File: src/rtl/fetch_pkg.sv
// Shared definitions for the instruction-fetch stage.
//   XLEN          address / instruction width
//   RESET_PC      reset value of the internal fetch address
//   NOP_INSTR     instruction presented to decode when nothing is valid
//   fetch_entry_t one {pc, instr} FIFO record
package fetch_pkg;

  localparam int unsigned XLEN = 32;
  localparam logic [XLEN-1:0] RESET_PC = 32'h0040_0000;
  localparam logic [XLEN-1:0] NOP_INSTR = 32'h0000_0013;

  typedef struct packed {
    logic [XLEN-1:0] pc;
    logic [XLEN-1:0] instr;
  } fetch_entry_t;

  function automatic logic is_misaligned(input logic [XLEN-1:0] addr);
    return addr[1:0] != 2'b00;
  endfunction

endpackage

File: src/rtl/fetch_if.sv
// Bundle of every non-clock/reset signal of fetch_stage.
//   master : the fetch stage (drives imem request, decode-side outputs, pc_advance, fault)
//   slave  : the environment (program_counter, instruction memory, decode)
interface fetch_if;
  import fetch_pkg::*;

  // program_counter side
  logic [XLEN-1:0] pc_in;
  logic            redirect;
  logic [XLEN-1:0] redirect_addr;
  logic            pc_advance;
  // instruction memory side
  logic            imem_req;
  logic [XLEN-1:0] imem_addr;
  logic            imem_ack;
  logic            imem_rvalid;
  logic [XLEN-1:0] imem_rdata;
  // decode side
  logic            id_valid;
  logic [XLEN-1:0] id_pc;
  logic [XLEN-1:0] id_instr;
  logic            id_ready;
  // status
  logic            fetch_fault;

  modport master (
    input  pc_in, redirect, redirect_addr, imem_ack, imem_rvalid, imem_rdata, id_ready,
    output pc_advance, imem_req, imem_addr, id_valid, id_pc, id_instr, fetch_fault
  );

  modport slave (
    output pc_in, redirect, redirect_addr, imem_ack, imem_rvalid, imem_rdata, id_ready,
    input  pc_advance, imem_req, imem_addr, id_valid, id_pc, id_instr, fetch_fault
  );

endinterface

File: src/rtl/fetch_fifo.sv
// Synchronous FIFO holding fetched {pc, instr} records.
//   clk_i, rst_i     clock, synchronous active-high reset
//   push_i, wdata_i  write request and data
//   pop_i            consume head
//   flush_i          discard all entries (wins over push and pop)
//   rdata_o          head entry (valid while empty_o is low)
//   count_o, full_o, empty_o  occupancy
// DEPTH must be a power of two so the pointers wrap naturally.
module fetch_fifo #(
  parameter int unsigned DEPTH = 2,
  parameter int unsigned WIDTH = 64
) (
  input  logic                         clk_i,
  input  logic                         rst_i,
  input  logic                         push_i,
  input  logic [WIDTH-1:0]             wdata_i,
  input  logic                         pop_i,
  input  logic                         flush_i,
  output logic [WIDTH-1:0]             rdata_o,
  output logic [$clog2(DEPTH+1)-1:0]   count_o,
  output logic                         full_o,
  output logic                         empty_o
);

  localparam int unsigned PtrW = (DEPTH > 1) ? $clog2(DEPTH) : 1;
  localparam int unsigned CntW = $clog2(DEPTH + 1);

  logic [WIDTH-1:0] mem_q [DEPTH];
  logic [PtrW-1:0]  rptr_q, rptr_d;
  logic [PtrW-1:0]  wptr_q, wptr_d;
  logic [CntW-1:0]  count_q, count_d;
  logic             push_en, pop_en;

  assign empty_o = (count_q == '0);
  assign full_o  = (count_q == CntW'(DEPTH));
  assign count_o = count_q;
  assign rdata_o = mem_q[rptr_q];

  always_comb begin
    pop_en  = pop_i & ~empty_o & ~flush_i;
    // A full FIFO may still accept a write when the head leaves in the same cycle.
    push_en = push_i & (~full_o | pop_en) & ~flush_i;
    rptr_d  = rptr_q;
    wptr_d  = wptr_q;
    count_d = count_q;
    if (flush_i) begin
      rptr_d  = '0;
      wptr_d  = '0;
      count_d = '0;
    end else begin
      if (push_en) wptr_d = wptr_q + PtrW'(1);
      if (pop_en)  rptr_d = rptr_q + PtrW'(1);
      unique case ({push_en, pop_en})
        2'b10:   count_d = count_q + CntW'(1);
        2'b01:   count_d = count_q - CntW'(1);
        default: count_d = count_q;
      endcase
    end
  end

  always_ff @(posedge clk_i) begin
    if (rst_i) begin
      rptr_q  <= '0;
      wptr_q  <= '0;
      count_q <= '0;
    end else begin
      rptr_q  <= rptr_d;
      wptr_q  <= wptr_d;
      count_q <= count_d;
    end
  end

  // Storage needs no reset; entries are only visible once counted.
  always_ff @(posedge clk_i) begin
    if (!rst_i && push_en) mem_q[wptr_q] <= wdata_i;
  end

endmodule

File: src/rtl/fetch_stage.sv
// Instruction-fetch stage between program_counter and decode.
//   clock, reset  single clock, synchronous active-high reset
//   bus           fetch_if.master: pc_in/redirect/redirect_addr/pc_advance towards the PC,
//                 imem_req/addr/ack/rvalid/rdata towards memory,
//                 id_valid/pc/instr/ready towards decode, sticky fetch_fault.
// One memory request in flight at a time; FIFO space is reserved at issue so a
// response can always be pushed. A redirect flushes the FIFO and kills any
// response still in flight.
module fetch_stage
  import fetch_pkg::*;
#(
  parameter int unsigned DEPTH = 2
) (
  input logic   clock,
  input logic   reset,
  fetch_if.master bus
);

  localparam int unsigned CntW = $clog2(DEPTH + 1);

  logic            outstanding_q, outstanding_d;
  logic            kill_q, kill_d;
  logic [XLEN-1:0] addr_q, addr_d;
  logic            fault_q, fault_d;

  logic            misaligned;
  logic            handshake;
  logic            resp;
  logic            push, pop;
  logic [CntW:0]   inflight;
  fetch_entry_t    wr_entry, rd_entry;
  logic [2*XLEN-1:0] fifo_rdata;
  logic [CntW-1:0] fifo_count;
  logic            fifo_full, fifo_empty;

  fetch_fifo #(
    .DEPTH (DEPTH),
    .WIDTH (2 * XLEN)
  ) u_fifo (
    .clk_i   (clock),
    .rst_i   (reset),
    .push_i  (push),
    .wdata_i (wr_entry),
    .pop_i   (pop),
    .flush_i (bus.redirect),
    .rdata_o (fifo_rdata),
    .count_o (fifo_count),
    .full_o  (fifo_full),
    .empty_o (fifo_empty)
  );

  always_comb begin
    misaligned = is_misaligned(bus.pc_in);
    // Entries held plus the one being fetched must leave room for its response.
    inflight   = {1'b0, fifo_count} + (CntW + 1)'(outstanding_q);

    bus.imem_req  = ~reset & ~outstanding_q & ~fifo_full & (inflight < (CntW + 1)'(DEPTH)) &
                    ~bus.redirect & ~misaligned;
    bus.imem_addr = {bus.pc_in[XLEN-1:2], 2'b00};
    handshake     = bus.imem_req & bus.imem_ack;
    bus.pc_advance = handshake;

    resp = bus.imem_rvalid & outstanding_q;
    push = resp & ~kill_q & ~bus.redirect;

    bus.id_valid = ~fifo_empty;
    rd_entry     = fetch_entry_t'(fifo_rdata);
    bus.id_pc    = rd_entry.pc;
    bus.id_instr = bus.id_valid ? rd_entry.instr : NOP_INSTR;
    pop          = bus.id_valid & bus.id_ready & ~bus.redirect;

    wr_entry.pc    = addr_q;
    wr_entry.instr = bus.imem_rdata;

    bus.fetch_fault = fault_q;
  end

  always_comb begin
    outstanding_d = outstanding_q;
    kill_d        = kill_q;
    addr_d        = addr_q;
    fault_d       = fault_q | misaligned;

    if (resp) begin
      outstanding_d = 1'b0;
      kill_d        = 1'b0;
    end else if (bus.redirect && outstanding_q) begin
      kill_d = 1'b1;
    end

    // Track the branch target; any in-flight response is killed so this never
    // labels a pushed entry, and the next handshake overwrites it.
    if (bus.redirect) addr_d = {bus.redirect_addr[XLEN-1:2], 2'b00};

    if (handshake) begin
      outstanding_d = 1'b1;
      addr_d        = bus.imem_addr;
    end
  end

  always_ff @(posedge clock) begin
    if (reset) begin
      outstanding_q <= 1'b0;
      kill_q        <= 1'b0;
      addr_q        <= RESET_PC;
      fault_q       <= 1'b0;
    end else begin
      outstanding_q <= outstanding_d;
      kill_q        <= kill_d;
      addr_q        <= addr_d;
      fault_q       <= fault_d;
    end
  end

endmodule
File: src/flat_wrapper.sv
// flat-port wrapper written by rule: the top's interface ports become plain ports
module fetch_stage_flat import fetch_pkg::*;
#(
  parameter int unsigned DEPTH = 2
)
  (clock, reset, bus_pc_in, bus_redirect, bus_redirect_addr, bus_imem_ack, bus_imem_rvalid, bus_imem_rdata, bus_id_ready, bus_pc_advance, bus_imem_req, bus_imem_addr, bus_id_valid, bus_id_pc, bus_id_instr, bus_fetch_fault);
  fetch_if bus_i ();
  input logic clock;
  input logic reset;
  input wire logic [$bits(bus_i.pc_in)-1:0] bus_pc_in;
  input wire logic [$bits(bus_i.redirect)-1:0] bus_redirect;
  input wire logic [$bits(bus_i.redirect_addr)-1:0] bus_redirect_addr;
  input wire logic [$bits(bus_i.imem_ack)-1:0] bus_imem_ack;
  input wire logic [$bits(bus_i.imem_rvalid)-1:0] bus_imem_rvalid;
  input wire logic [$bits(bus_i.imem_rdata)-1:0] bus_imem_rdata;
  input wire logic [$bits(bus_i.id_ready)-1:0] bus_id_ready;
  output wire logic [$bits(bus_i.pc_advance)-1:0] bus_pc_advance;
  output wire logic [$bits(bus_i.imem_req)-1:0] bus_imem_req;
  output wire logic [$bits(bus_i.imem_addr)-1:0] bus_imem_addr;
  output wire logic [$bits(bus_i.id_valid)-1:0] bus_id_valid;
  output wire logic [$bits(bus_i.id_pc)-1:0] bus_id_pc;
  output wire logic [$bits(bus_i.id_instr)-1:0] bus_id_instr;
  output wire logic [$bits(bus_i.fetch_fault)-1:0] bus_fetch_fault;
  assign bus_i.pc_in = bus_pc_in;
  assign bus_i.redirect = bus_redirect;
  assign bus_i.redirect_addr = bus_redirect_addr;
  assign bus_i.imem_ack = bus_imem_ack;
  assign bus_i.imem_rvalid = bus_imem_rvalid;
  assign bus_i.imem_rdata = bus_imem_rdata;
  assign bus_i.id_ready = bus_id_ready;
  assign bus_pc_advance = bus_i.pc_advance;
  assign bus_imem_req = bus_i.imem_req;
  assign bus_imem_addr = bus_i.imem_addr;
  assign bus_id_valid = bus_i.id_valid;
  assign bus_id_pc = bus_i.id_pc;
  assign bus_id_instr = bus_i.id_instr;
  assign bus_fetch_fault = bus_i.fetch_fault;
  fetch_stage #(.DEPTH(DEPTH)) u_core (.clock(clock), .reset(reset), .bus(bus_i));
endmodule
File: config.mk
export PLATFORM = sky130hd
export DESIGN_NAME = fetch_stage_flat
export DESIGN_NICKNAME = d
export VERILOG_FILES = /design/src/rtl/fetch_pkg.sv /design/src/rtl/fetch_if.sv /design/src/rtl/fetch_fifo.sv /design/src/rtl/fetch_stage.sv /design/src/flat_wrapper.sv
export SDC_FILE = /design/constraint.sdc
export NUM_CORES = 1
export LEC_CHECK = 0
export ABC_AREA = 1
export BUFFER_PORTS_ARGS = -buffer_cell sky130_fd_sc_hd__buf_2
export CORE_MARGIN = 4
export CORE_UTILIZATION = 52
export DETAILED_ROUTE_END_ITERATION = 8
export PLACE_DENSITY = 0.9
export SETUP_SLACK_MARGIN = 0.1
export SLEW_MARGIN = 20
export SYNTH_ARGS = -nofsm -noshare
export SYNTH_HDL_FRONTEND = slang
export SYNTH_SLANG_ARGS = --single-unit
File: constraint.sdc
create_clock -name clock -period 7.4 [get_ports clock]
set_input_delay 1.48 -clock clock [delete_from_list [all_inputs] [get_ports clock]]
set_output_delay 1.48 -clock clock [all_outputs]
set_load 0.03 [all_outputs]
# Word level (Yosys, flattened, before mapping)

Memories as Yosys holds them, arrays and structs flattened. A register that Yosys moved wholly into a read port is not among the register bits.
Cells that the tools add are included.
Widths: inputs -> output; s select.

Bitwise logic cells: 24
Equal/unequal tests: 3
Add/subtract/negate cells: 5
Reduce and logical (&&, ||, !) cells: 10
Magnitude comparators: 1
Muxes and demuxes: 10

Operators by type and width:

| kind                | number |
|---|---|
| $mux 32             | 3 |
| $and 1x1->1         | 15 |
| $reduce_bool 2->1   | 4 |
| $not 1->1           | 7 |
| $mux 1              | 6 |
| $eq 2x2->1 const B  | 2 |
| $pmux 2 s2          | 1 |
| $reduce_or 2->1     | 2 |
| $add 2x1->3         | 1 |
| $lt 3x2->1 const B  | 1 |
| $add 1x1->1 const B | 2 |
| $add 2x1->2 const B | 1 |
| $eq 2x1->1 const B  | 1 |
| $logic_and 1x1->1   | 2 |
| $logic_not 2->1     | 1 |
| $or 1x1->1          | 2 |
| $sub 2x1->2 const B | 1 |
| $logic_not 1->1     | 1 |

Memories kept: 1
Bits in writable memories: 124
Output and inout port bits: 100
Bits of input ports: 102
Bits in registers: 37

Memory list:

| name                | depth | bits a word | rd ports | clocked after memory_dff | wr ports | RTL line         | text |
|---|---|---|---|---|---|---|---|
| u_core.u_fifo.mem_q | 2     | 62          | 1        | 1                        | 1        | fetch_fifo.sv:28 | `logic [WIDTH-1:0] mem_q [DEPTH];` |

# Depth between registers and ports, before layout

Gate-level depths: netlist of the first run.

Depth after elaboration: 12
Depth in mapped cells: 10
Depth with buffers taken out: 10

# Hierarchy

A second synthesis of the first run with hierarchy kept.

Cells, all modules: 632
Area, all modules: 7508.5 um^2

By module, submodules not included:

| module      | area an instance (um^2) | seq. area each (um^2) | instances | cells each |
|---|---|---|---|---|
| fetch_fifo  | 5183.7                  | 3943.8                | 1         | 241 |
| fetch_stage | 2324.7                  | 660.6                 | 1         | 391 |

# Least setup slack after synthesis of the first run

No wires, ideal clock.

Path type: input port to flip-flop
Start: input bus_redirect
End: memory u_core.u_fifo.mem_q[0][0] (netlist bit) (enable)
Stages: 6
Required time: 6.841 ns
Library setup time: 0.559 ns
Setup slack: 0.613 ns
Data arrival time: 6.229 ns
Cells stage by stage: buf_6 > inv_1 > nand3_1 > nand3_1 > nand2_1 > nor3_1

Longest elaborated chain between the ends: 10

RTL lines:

| item                             | RTL line           | text |
|---|---|---|
| from (decl)                      | flat_wrapper.sv:11 | `input wire logic [$bits(bus_i.redirect)-1:0] bus_redirect;` |
| $not 1->1 (*)                    | -                  |  |
| $and 1x1->1                      | fetch_stage.sv:70  | `pop = bus.id_valid & bus.id_ready & ~bus.redirect;` |
| $and 1x1->1 (2 in a row)         | fetch_fifo.sv:40   | `pop_en = pop_i & ~empty_o & ~flush_i;` |
| $or 1x1->1                       | fetch_fifo.sv:42   | `push_en = push_i & (~full_o \| pop_en) & ~flush_i;` |
| $and 1x1->1                      | fetch_fifo.sv:42   |  |
| $and 1x1->1 (*)                  | fetch_fifo.sv:42   |  |
| $logic_and 1x1->1 (*)            | fetch_fifo.sv:75   | `if (!rst_i && push_en) mem_q[wptr_q] <= wdata_i;` |
| $mux 1 (*)                       | fetch_fifo.sv:75   |  |
| $mux 1 (implied by the code) (*) | fetch_fifo.sv:75   |  |
| to (decl)                        | fetch_fifo.sv:28   |  |

Mark *: on every way between the ends. The rest lies on a longest branch, timed or not.

# Final worst setup path of the first run

Start: input reset
End: output bus_pc_advance

Longest elaborated chain between the ends: 7

RTL lines:

| item                     | RTL line           | text |
|---|---|---|
| from (decl)              | flat_wrapper.sv:9  | `input logic reset;` |
| $not 1->1                | fetch_stage.sv:57  | `bus.imem_req = ~reset & ~outstanding_q & ~fifo_full & (inflight < (CntW + 1)'(DEPTH)) &` |
| $and 1x1->1 (4 in a row) | fetch_stage.sv:57  |  |
| $and 1x1->1              | fetch_stage.sv:58  | `~bus.redirect & ~misaligned;` |
| $and 1x1->1              | fetch_stage.sv:60  | `handshake = bus.imem_req & bus.imem_ack;` |
| to (decl)                | flat_wrapper.sv:17 | `output wire logic [$bits(bus_i.pc_advance)-1:0] bus_pc_advance;` |

No other way between the ends.

==> results.txt, run 1 <==
The stage delay of the slowest cell on the critical path works out to 700 ps. The clock-pin slew on the worst setup and hold paths works out to 60 ps. The clock net in this run drives a total of 162 sinks. Final standard cell area without fillers: 8218 µm².

The number of top-level design ports was 202. The port buffer count came out at 195. The run finished with clean final reports. Data on the critical path is required at its endpoint by 5920 ps. The standby leakage power was 3.662 nW. The number of iterations in the first detailed-routing pass is 5, and the average size of a mapped cell is 10.13 µm². The portion of the post-synthesis area used by sequential elements was 0.6557. In this run the clock root is driven by a sky130_fd_sc_hd__clkbuf_16.

The worst hold path terminates at u_core.u_fifo.mem_q[0][34]. Clock latency on the worst-skew pair, taken at its later pin, is 410 ps. After the last flow step, the layout net total stands at 927.

The area added between synthesis and finish works out to 20.16%. After floorplanning, the core was divided into 41 placement rows. Classification of the worst-slack hold path: flop to flop.

The power density normalized to cell area came out at 239.1 nW/µm². For this run, the number of Yosys warnings is 0. The first global-routing pass estimated 22.52 mm of wire. Maximum root-to-sink buffer count: 2. The wire length per cell after detailed routing is 14.71 µm.

Sort of element at the end of the critical path: an output pin. Fraction of final layout cells with drive strength greater than 1: 0.2879. The number of antenna diodes in the final layout is 0.

The multi-input combinational cells in the finished layout cover a total of 1763 µm². In this run the standard cell core region covers 12770 µm². Across the run, the number of max-cap violations was 0. Across the VDD grid, the largest voltage drop is 0.1277 mV. STA classifies the critical path startpoint as an input port. After clock tree synthesis, the repair step resized 0 gates. Measured in cells, the most critical reg-to-reg path has a length of 7.

DRC violation total after the first TritonRoute iteration: 313. The most common library cell in the layout ignoring fill and taps was sky130_fd_sc_hd__nand2_1. Counting both buffers and inverters, the worst setup path holds a total of 3. Once detail routing completed, the nets flagged for antenna violations numbered 0. The tools report the level count of the clock H-tree as 4. The overall die area was 15050 µm². The number of slew-limit violations in the final report was 0. The launch point of the worst hold path is u_core.addr_q[4].

The number of global-route vias before repair is 4608. Across all setup checks in the final design, the least slack found is 2616 ps. The worst hold path passes through 0 cells. Effective utilization at floorplan: 0.5354. Across all register-to-register paths, the minimum setup slack is 4800 ps.

Area of all sequential standard cells: 4486 µm². In this run the critical register-to-register path is captured at u_core.u_fifo.mem_q[1][26]. For the final database, setup skew stands at 9.545 ps.

Once detailed placement completed, the half-perimeter wirelength came to 9.578 mm. The critical path is of the input port to output pin type. For the initial antenna violation count, the log shows 2.

The cell with the largest stage delay on the worst path is sky130_fd_sc_hd__nand4_4. The logs give 989 for the layout filler cell count and 3300 ps for the arrival time of data at the critical path endpoint. Wires add up to 14.84 mm. The run gives 0 as the number of setup buffers added after CTS. Setup violations remaining at the end of the flow were counted as 0. Setup repair after global routing left no endpoint under its margin. The die is 122.7 µm wide. The count of hold-fix buffers inserted at cts was 0; the relative slew slack was 0.3776. Entering global routing, the biggest net connects 64 pins. Share of the cycle needed by the critical path after routing: 0.6464. The signal on the critical path passes through buf_2 > nor2_8 > nand4_4 > inv_1 > buf_2. The utilization of the core after routing was 0.6434; the number of buffers created by CTS was 17. After routing, the total negative slack on setup checks comes to 0 ps. TritonCTS built the clock tree. The tools report the placement-stage cell area as 7624 µm². The number of different library cells used by synthesis comes to 23. The tools report the summed instance area of the synthesized netlist as 6839 µm². After detailed routing, the number of remaining DRC violations is 0. For the number of hold violations in the final report, the log shows 0. The aggregate global-route resource usage came out at 0.1987. In the layout the commonest cells are 249 x sky130_fd_sc_hd__nand2_1, 195 x sky130_fd_sc_hd__buf_2, 124 x sky130_fd_sc_hd__edfxtp_1, 67 x sky130_fd_sc_hd__a21oi_1, 66 x sky130_fd_sc_hd__nand3_1.

The post-route minimum period was 4784 ps. For the maximum clock rate, the log shows 209.1 MHz. Measured slew at the worst slew-check pin: 932.5 ps.

Synthesis produced 675 cells. The congestion estimate from routability-driven global placement came to 0.7556. The total via count after detailed routing was 5031. Prior to clock tree synthesis, the placed netlist has a worst setup slack of 2646 ps.

The maximum net fanout on the critical path came out at 62. The tools report the beginning of the worst register-to-register path as u_core.u_fifo.count_o[1]. Using the TritonRoute via totals, the vias-per-cell ratio works out to 4.986. Broken down by cell family, the worst path's largest delay share belongs to simple AND/OR/NAND/NOR gates.

The die is 122.7 µm tall. The total overflow left after global routing is 0. The synthesized design contains 162 register bits.

In this design, the critical path's most frequently occurring cell is sky130_fd_sc_hd__buf_2.
[power breakdown]
part	switching [mW]	leakage [nW]	total (mW)	internal [mW]
logic	0.0720	1.93	0.112	0.0399
clock network	0.343	0.294	0.854	0.511
registers	0.00852	1.44	0.998	0.990
total	0.423	3.66	1.96	1.54
[layer usage]
metal  vias up  routed length, µm  track usage
met4         4                208      0.07558
met1      2292               5733       0.2356
met2       209               7464       0.3375
li1       2506                  -            -
met3        20               1416      0.06313
met5         -                 21            0
[synth_stat cells]
library cell	count	area, µm²
sky130_fd_sc_hd__nor2_2	2	12.51
sky130_fd_sc_hd__nor2_8	1	20.02
sky130_fd_sc_hd__o21ai_0	3	15.01
sky130_fd_sc_hd__buf_2	9	45.04
sky130_fd_sc_hd__nand3_1	66	330.3
sky130_fd_sc_hd__o21ai_1	1	5.000
sky130_fd_sc_hd__nor3_1	2	10.01
sky130_fd_sc_hd__clkbuf_1	22	82.58
sky130_fd_sc_hd__inv_2	2	7.510
sky130_fd_sc_hd__ha_1	1	12.51
sky130_fd_sc_hd__buf_4	35	262.8
sky130_fd_sc_hd__nand4_4	1	21.27
sky130_fd_sc_hd__nand2_2	1	6.260
sky130_fd_sc_hd__conb_1	1	3.750
sky130_fd_sc_hd__edfxtp_1	124	3724
sky130_fd_sc_hd__nand2_1	249	934.7
sky130_fd_sc_hd__buf_6	7	78.83
sky130_fd_sc_hd__dfxtp_1	38	760.7
sky130_fd_sc_hd__nor2_1	4	15.01
sky130_fd_sc_hd__a21oi_1	67	335.3
sky130_fd_sc_hd__or2_1	1	6.260
sky130_fd_sc_hd__inv_1	37	138.9
sky130_fd_sc_hd__nor2_4	1	11.26
[cells by family (layout without fill, tap and decap cells)]
group,count (synthesis),in the layout,synth area share
and+or+nand+nor,328,328,0.2000
DFF,162,162,0.6557
buffers and inverters,112,271,0.09001
AOI/OAI and AO/OA,71,71,0.05196
adders and majority gates,1,1,0.001829
other,1,4,0.0005483
[flip-flops by register name, summed over array words and instances (netlist names), named ones only]
name / count
u_core.outstanding_q: 1
u_core.u_fifo.mem_q: 124
u_core.bus.fetch_fault: 1
u_core.kill_q: 1
u_core.u_fifo.rptr_q: 1
u_core.u_fifo.wptr_q: 1
u_core.addr_q: 30
u_core.u_fifo.count_o: 2
[worst register-to-register path, stage by stage (launching register included)]
cell and delay (ps):
sky130_fd_sc_hd__dfxtp_1 380, sky130_fd_sc_hd__inv_1 100, sky130_fd_sc_hd__nand2_2 170, sky130_fd_sc_hd__nand3_1 160
sky130_fd_sc_hd__nand3_1 160, sky130_fd_sc_hd__nand3_1 150, sky130_fd_sc_hd__nor2_4 470, sky130_fd_sc_hd__buf_4 620
[cell type report]
cell class | instances | share of cell area
inverters | 39 | 0.01797
clock inverters | 8 | 0.007004
well taps | 172 | 0.02619
multi-input cells | 404 | 0.2145
repair buffers | 200 | 0.1233
flip-flops and latches | 162 | 0.5458
clock buffers | 24 | 0.06516
[per-stage QoR]
stage               power [mW]  hold WS (ps)  instances
global placement         1.126         431.9        977
finish                   1.965         454.8       1009
detailed placement       1.130         442.2        977
floorplan                1.094         426.4        678
global route             2.039         469.7       1009
CTS                      1.981         454.8       1009
[worst max-delay path by stage]
stage	startpoint	to	slack (ps)	cells past startpoint
3_5_place_dp	reset	bus_pc_advance	2650	5
4_1_cts	reset	bus_pc_advance	2630	5
2_1_floorplan	bus_redirect	u_core.u_fifo.mem_q[0][0]	610	6
5_1_grt	reset	bus_pc_advance	2480	5
3_3_place_gp	reset	bus_pc_advance	2660	5
6_report	reset	bus_pc_advance	2620	5
(Power assumes the default switching activity.)
==> run 2, diff against run 1 <==
CORE_UTILIZATION = 47   (was 52)
PLACE_DENSITY = 0.87   (was 0.9)
clock period = 4.09 ns   (was 7.4 ns; I/O delays follow)
==> run 2 against run 1 <==
  * Highest routed layer is now met4
  * Final cell count grew 1.2%
  * Register-to-register slack worse by 3000 ps
  * Setup slack worse by 1600 ps
  * Non-clock buffer count increased by 3
==> results.txt, run 2 (synthesized netlist as in run 1, its figures left out) <==
The number of slew-limit violations in the final report is 0 (unchanged), and the number of buffers and inverters on the critical path is 3 (unchanged). The relative slew slack was 0.3525 (was 0.3776). The number of top-level design ports was 202 (unchanged).

For the wire length of the first global-routing pass, the log shows 24.09 mm (was 22.52 mm). The logs give 988 (was 977) for the number of placed instances with taps included and 63 (was 64) for the maximum number of pins on one net before global-route repair. The cell with the largest stage delay on the worst path is sky130_fd_sc_hd__inv_2 (was sky130_fd_sc_hd__nand4_4). The gate family responsible for the most delay along the worst path is buffers and inverters (was simple AND/OR/NAND/NOR gates). For the worst voltage drop across the vdd grid, the log shows 0.2414 mV (was 0.1277 mV). The total power after layout is 3.594 mW (was 1.965 mW), and the final wirelength is 15.63 mm (was 14.84 mm). The maximum root-to-sink buffer count is 2 (unchanged). For the total via count after detailed routing, the log shows 5045 (was 5031).

Commonest cells after routing, fill and taps aside: 249 x sky130_fd_sc_hd__nand2_1, 195 x sky130_fd_sc_hd__buf_2, 124 x sky130_fd_sc_hd__edfxtp_1, 67 x sky130_fd_sc_hd__a21oi_1, 66 x sky130_fd_sc_hd__nand3_1 (unchanged). The number of flip-flops in the largest register came out at 124 (unchanged). The power density normalized to cell area works out to 434.2 nW/µm² (was 239.1 nW/µm²). The run gives 0 ps (unchanged) as the sum of negative setup slack. The count of hold-fix buffers inserted at cts is 0 (unchanged). The final standard cell area without fillers is 8277 µm² (was 8218 µm²). The measured slew at the worst slew-check pin is 970.1 ps (was 932.5 ps), and the number of global-route vias before repair is 4922 (was 4608). The die outline height was 128.6 µm (was 122.7 µm). The tools report the overall die area as 16550 µm² (was 15050 µm²). The run finished with clean final reports.

Initial antenna violation count: 0 (was 2). The tools report the root buffer selected by CTS as sky130_fd_sc_hd__clkbuf_16 (unchanged). The path depth of the worst reg2reg path was 7 (unchanged). Sort of element at the end of the critical path: an output pin (unchanged). The element type at the critical path start was a flop (was an input port). The run gives 1205 (was 989) as the layout filler cell count. Setup repair after global routing left no endpoint under its margin. TritonCTS built the clock tree.

The final number of setup-violating endpoints was 0 (unchanged). The run gives 43 (was 41) as the total number of placement rows. The required time at the endpoint of the critical path is 3270 ps (was 5920 ps), and the DRC violation total after the first TritonRoute iteration is 324 (was 313). The critical path class was flop to output pin (was input port to output pin). For this run, the top clock speed supported by timing is 326.8 MHz. The tools report the worst clock skew as 11.50 ps (was 9.545 ps).

For the final estimated routing congestion in global placement, the log shows 0.7644 (was 0.7556). For the number of antenna-violating nets in the routed design, the log shows 0 (unchanged). The tools report the end point of the critical path as bus_id_instr[17] (was bus_pc_advance). The detailed placer's ending HPWL was 10.14 mm (was 9.578 mm); the final hold slack was 452.0 ps (was 454.8 ps). The number of gates on the worst path with buffers counted was 5 (unchanged).

The standby leakage power came out at 3.665 nW (was 3.662 nW). The run gives 0.4870 (was 0.5354) as the effective utilization at floorplan. The tools report the beginning of the worst register-to-register path as u_core.u_fifo.count_o[1] (unchanged). The average vias per placed instance was 4.941 (was 4.986).

The logs give 930 (was 927) for the net total in the final layout and 0.1883 (was 0.1987) for the aggregate global-route resource usage. The wire length per cell after detailed routing works out to 15.31 µm (was 14.71 µm). The total of max-cap violations was 0 (unchanged); the share of the cycle needed by the critical path after routing was 0.7481. The TritonCTS sink count was 162 (unchanged); the fraction of final layout cells with drive strength greater than 1 was 0.2881 (was 0.2879).

The tools report the number of iterations in the first detailed-routing pass as 5 (unchanged). The arrival time of data at the critical path endpoint was 2240 ps (was 3300 ps). Register bank with the most flops: u_core.u_fifo.mem_q (unchanged).

The tools report the number of setup buffers added after CTS as 0 (unchanged). The stage delay of the slowest cell on the critical path is 630 ps (was 700 ps). The endpoint of the lowest-slack register-to-register path was u_core.u_fifo.mem_q[1][5] (was u_core.u_fifo.mem_q[1][26]). The logs give 1770 ps (was 4800 ps) for the slack of the worst reg-to-reg path and 0 (unchanged) for the number of hold violations in the final report. Most common library cell in the layout ignoring fill and taps: sky130_fd_sc_hd__nand2_1 (unchanged). The total grt overflow is 0 (unchanged). The clock-pin slew on the worst setup and hold paths is 60 ps (about the same), and the port buffer count is 195 (unchanged). The tools report the non-filler instance count after layout as 1021 (was 1009). The maximum net fanout on the critical path works out to 47 (was 62). The post-route minimum period was 3060 ps; the number of cells on the worst hold path was 0 (unchanged).

The area added between synthesis and finish is 21.02% (was 20.16%), and the area of all sequential standard cells is 4486 µm² (unchanged). The area inside the core boundary was 14040 µm² (was 12770 µm²); the number of buffers created by CTS was 17 (unchanged). The level count of the clock H-tree is 4 (unchanged), and the die boundary width is 128.6 µm (was 122.7 µm). The tools report the multi-input combinational cell area as 1769 µm² (was 1763 µm²).

Series of cell instances along the critical path: inv_2 > buf_4 > nand2_1 > a21oi_1 > buf_2 (was buf_2 > nor2_8 > nand4_4 > inv_1 > buf_2). The classification of the worst-slack hold path is flop to flop (unchanged). The run gives 420 ps (was 410 ps) as the worst-skew pair later-pin latency.

The placement-stage cell area was 7675 µm² (was 7624 µm²). The count of instances resized after the clock tree is built was 0 (unchanged); the number of design rule violations left after detail routing was 0 (unchanged).
==> run 2: metal layers <==
metal  GRT usage  up-vias  wire, µm
li1            -     2508         -
met1      0.2346     2294      6446
met2      0.3175      219      7571
met3     0.04981       24      1361
met4     0.06856        0       249
met5           0        -         0
==> run 2: power breakdown <==
| part | total [mW] | leakage (nW) | internal [mW] | switching, mW |
|---|---|---|---|---|
| registers | 1.81 | 1.44 | 1.79 | 0.0142 |
| logic | 0.203 | 1.94 | 0.0721 | 0.131 |
| clock network | 1.59 | 0.283 | 0.991 | 0.595 |
| total | 3.59 | 3.67 | 2.85 | 0.739 |
==> run 2: worst min-delay path by stage <==
stage / from / end / slack, ps
final: u_core.addr_q[31] / u_core.u_fifo.mem_q[1][61] / 450
after global routing: u_core.addr_q[14] / u_core.u_fifo.mem_q[0][44] / 460
after CTS: u_core.addr_q[25] / u_core.u_fifo.mem_q[1][55] / 450
after detailed placement: u_core.addr_q[25] / u_core.u_fifo.mem_q[0][55] / 440
after global placement: u_core.addr_q[8] / u_core.u_fifo.mem_q[0][38] / 430
after floorplan: u_core.addr_q[2] / u_core.u_fifo.mem_q[0][32] / 430
==> run 2: layout make-up <==
type / instances / share of cell area
Multi-Input combinational cell: 404 / 0.2138
Antenna cell: 1 / 0.0003023
Inverter: 39 / 0.01769
Clock buffer: 23 / 0.05654
Clock inverter: 9 / 0.01587
Sequential cell: 162 / 0.5419
Timing Repair Buffer: 203 / 0.1267
Tap cell: 180 / 0.02721
==> run 2: worst register-to-register path: stages (launching register included) <==
cell and delay [ps]:
sky130_fd_sc_hd__dfxtp_1 370, sky130_fd_sc_hd__inv_1 90, sky130_fd_sc_hd__nand2_2 160, sky130_fd_sc_hd__nand3_1 170, sky130_fd_sc_hd__nand3_1 140, sky130_fd_sc_hd__nand3_1 140
sky130_fd_sc_hd__nor2_4 560, sky130_fd_sc_hd__buf_12 340
==> run 2: stage by stage <==
step | utilization | setup slack [ps]
5_1_grt | 0.5892 | 877.8
4_1_cts | 0.5892 | 992.9
6_report | 0.5894 | 1030
3_5_place_dp | 0.5466 | 1030
2_1_floorplan | - | 670.6
3_3_place_gp | 0.5466 | 1055
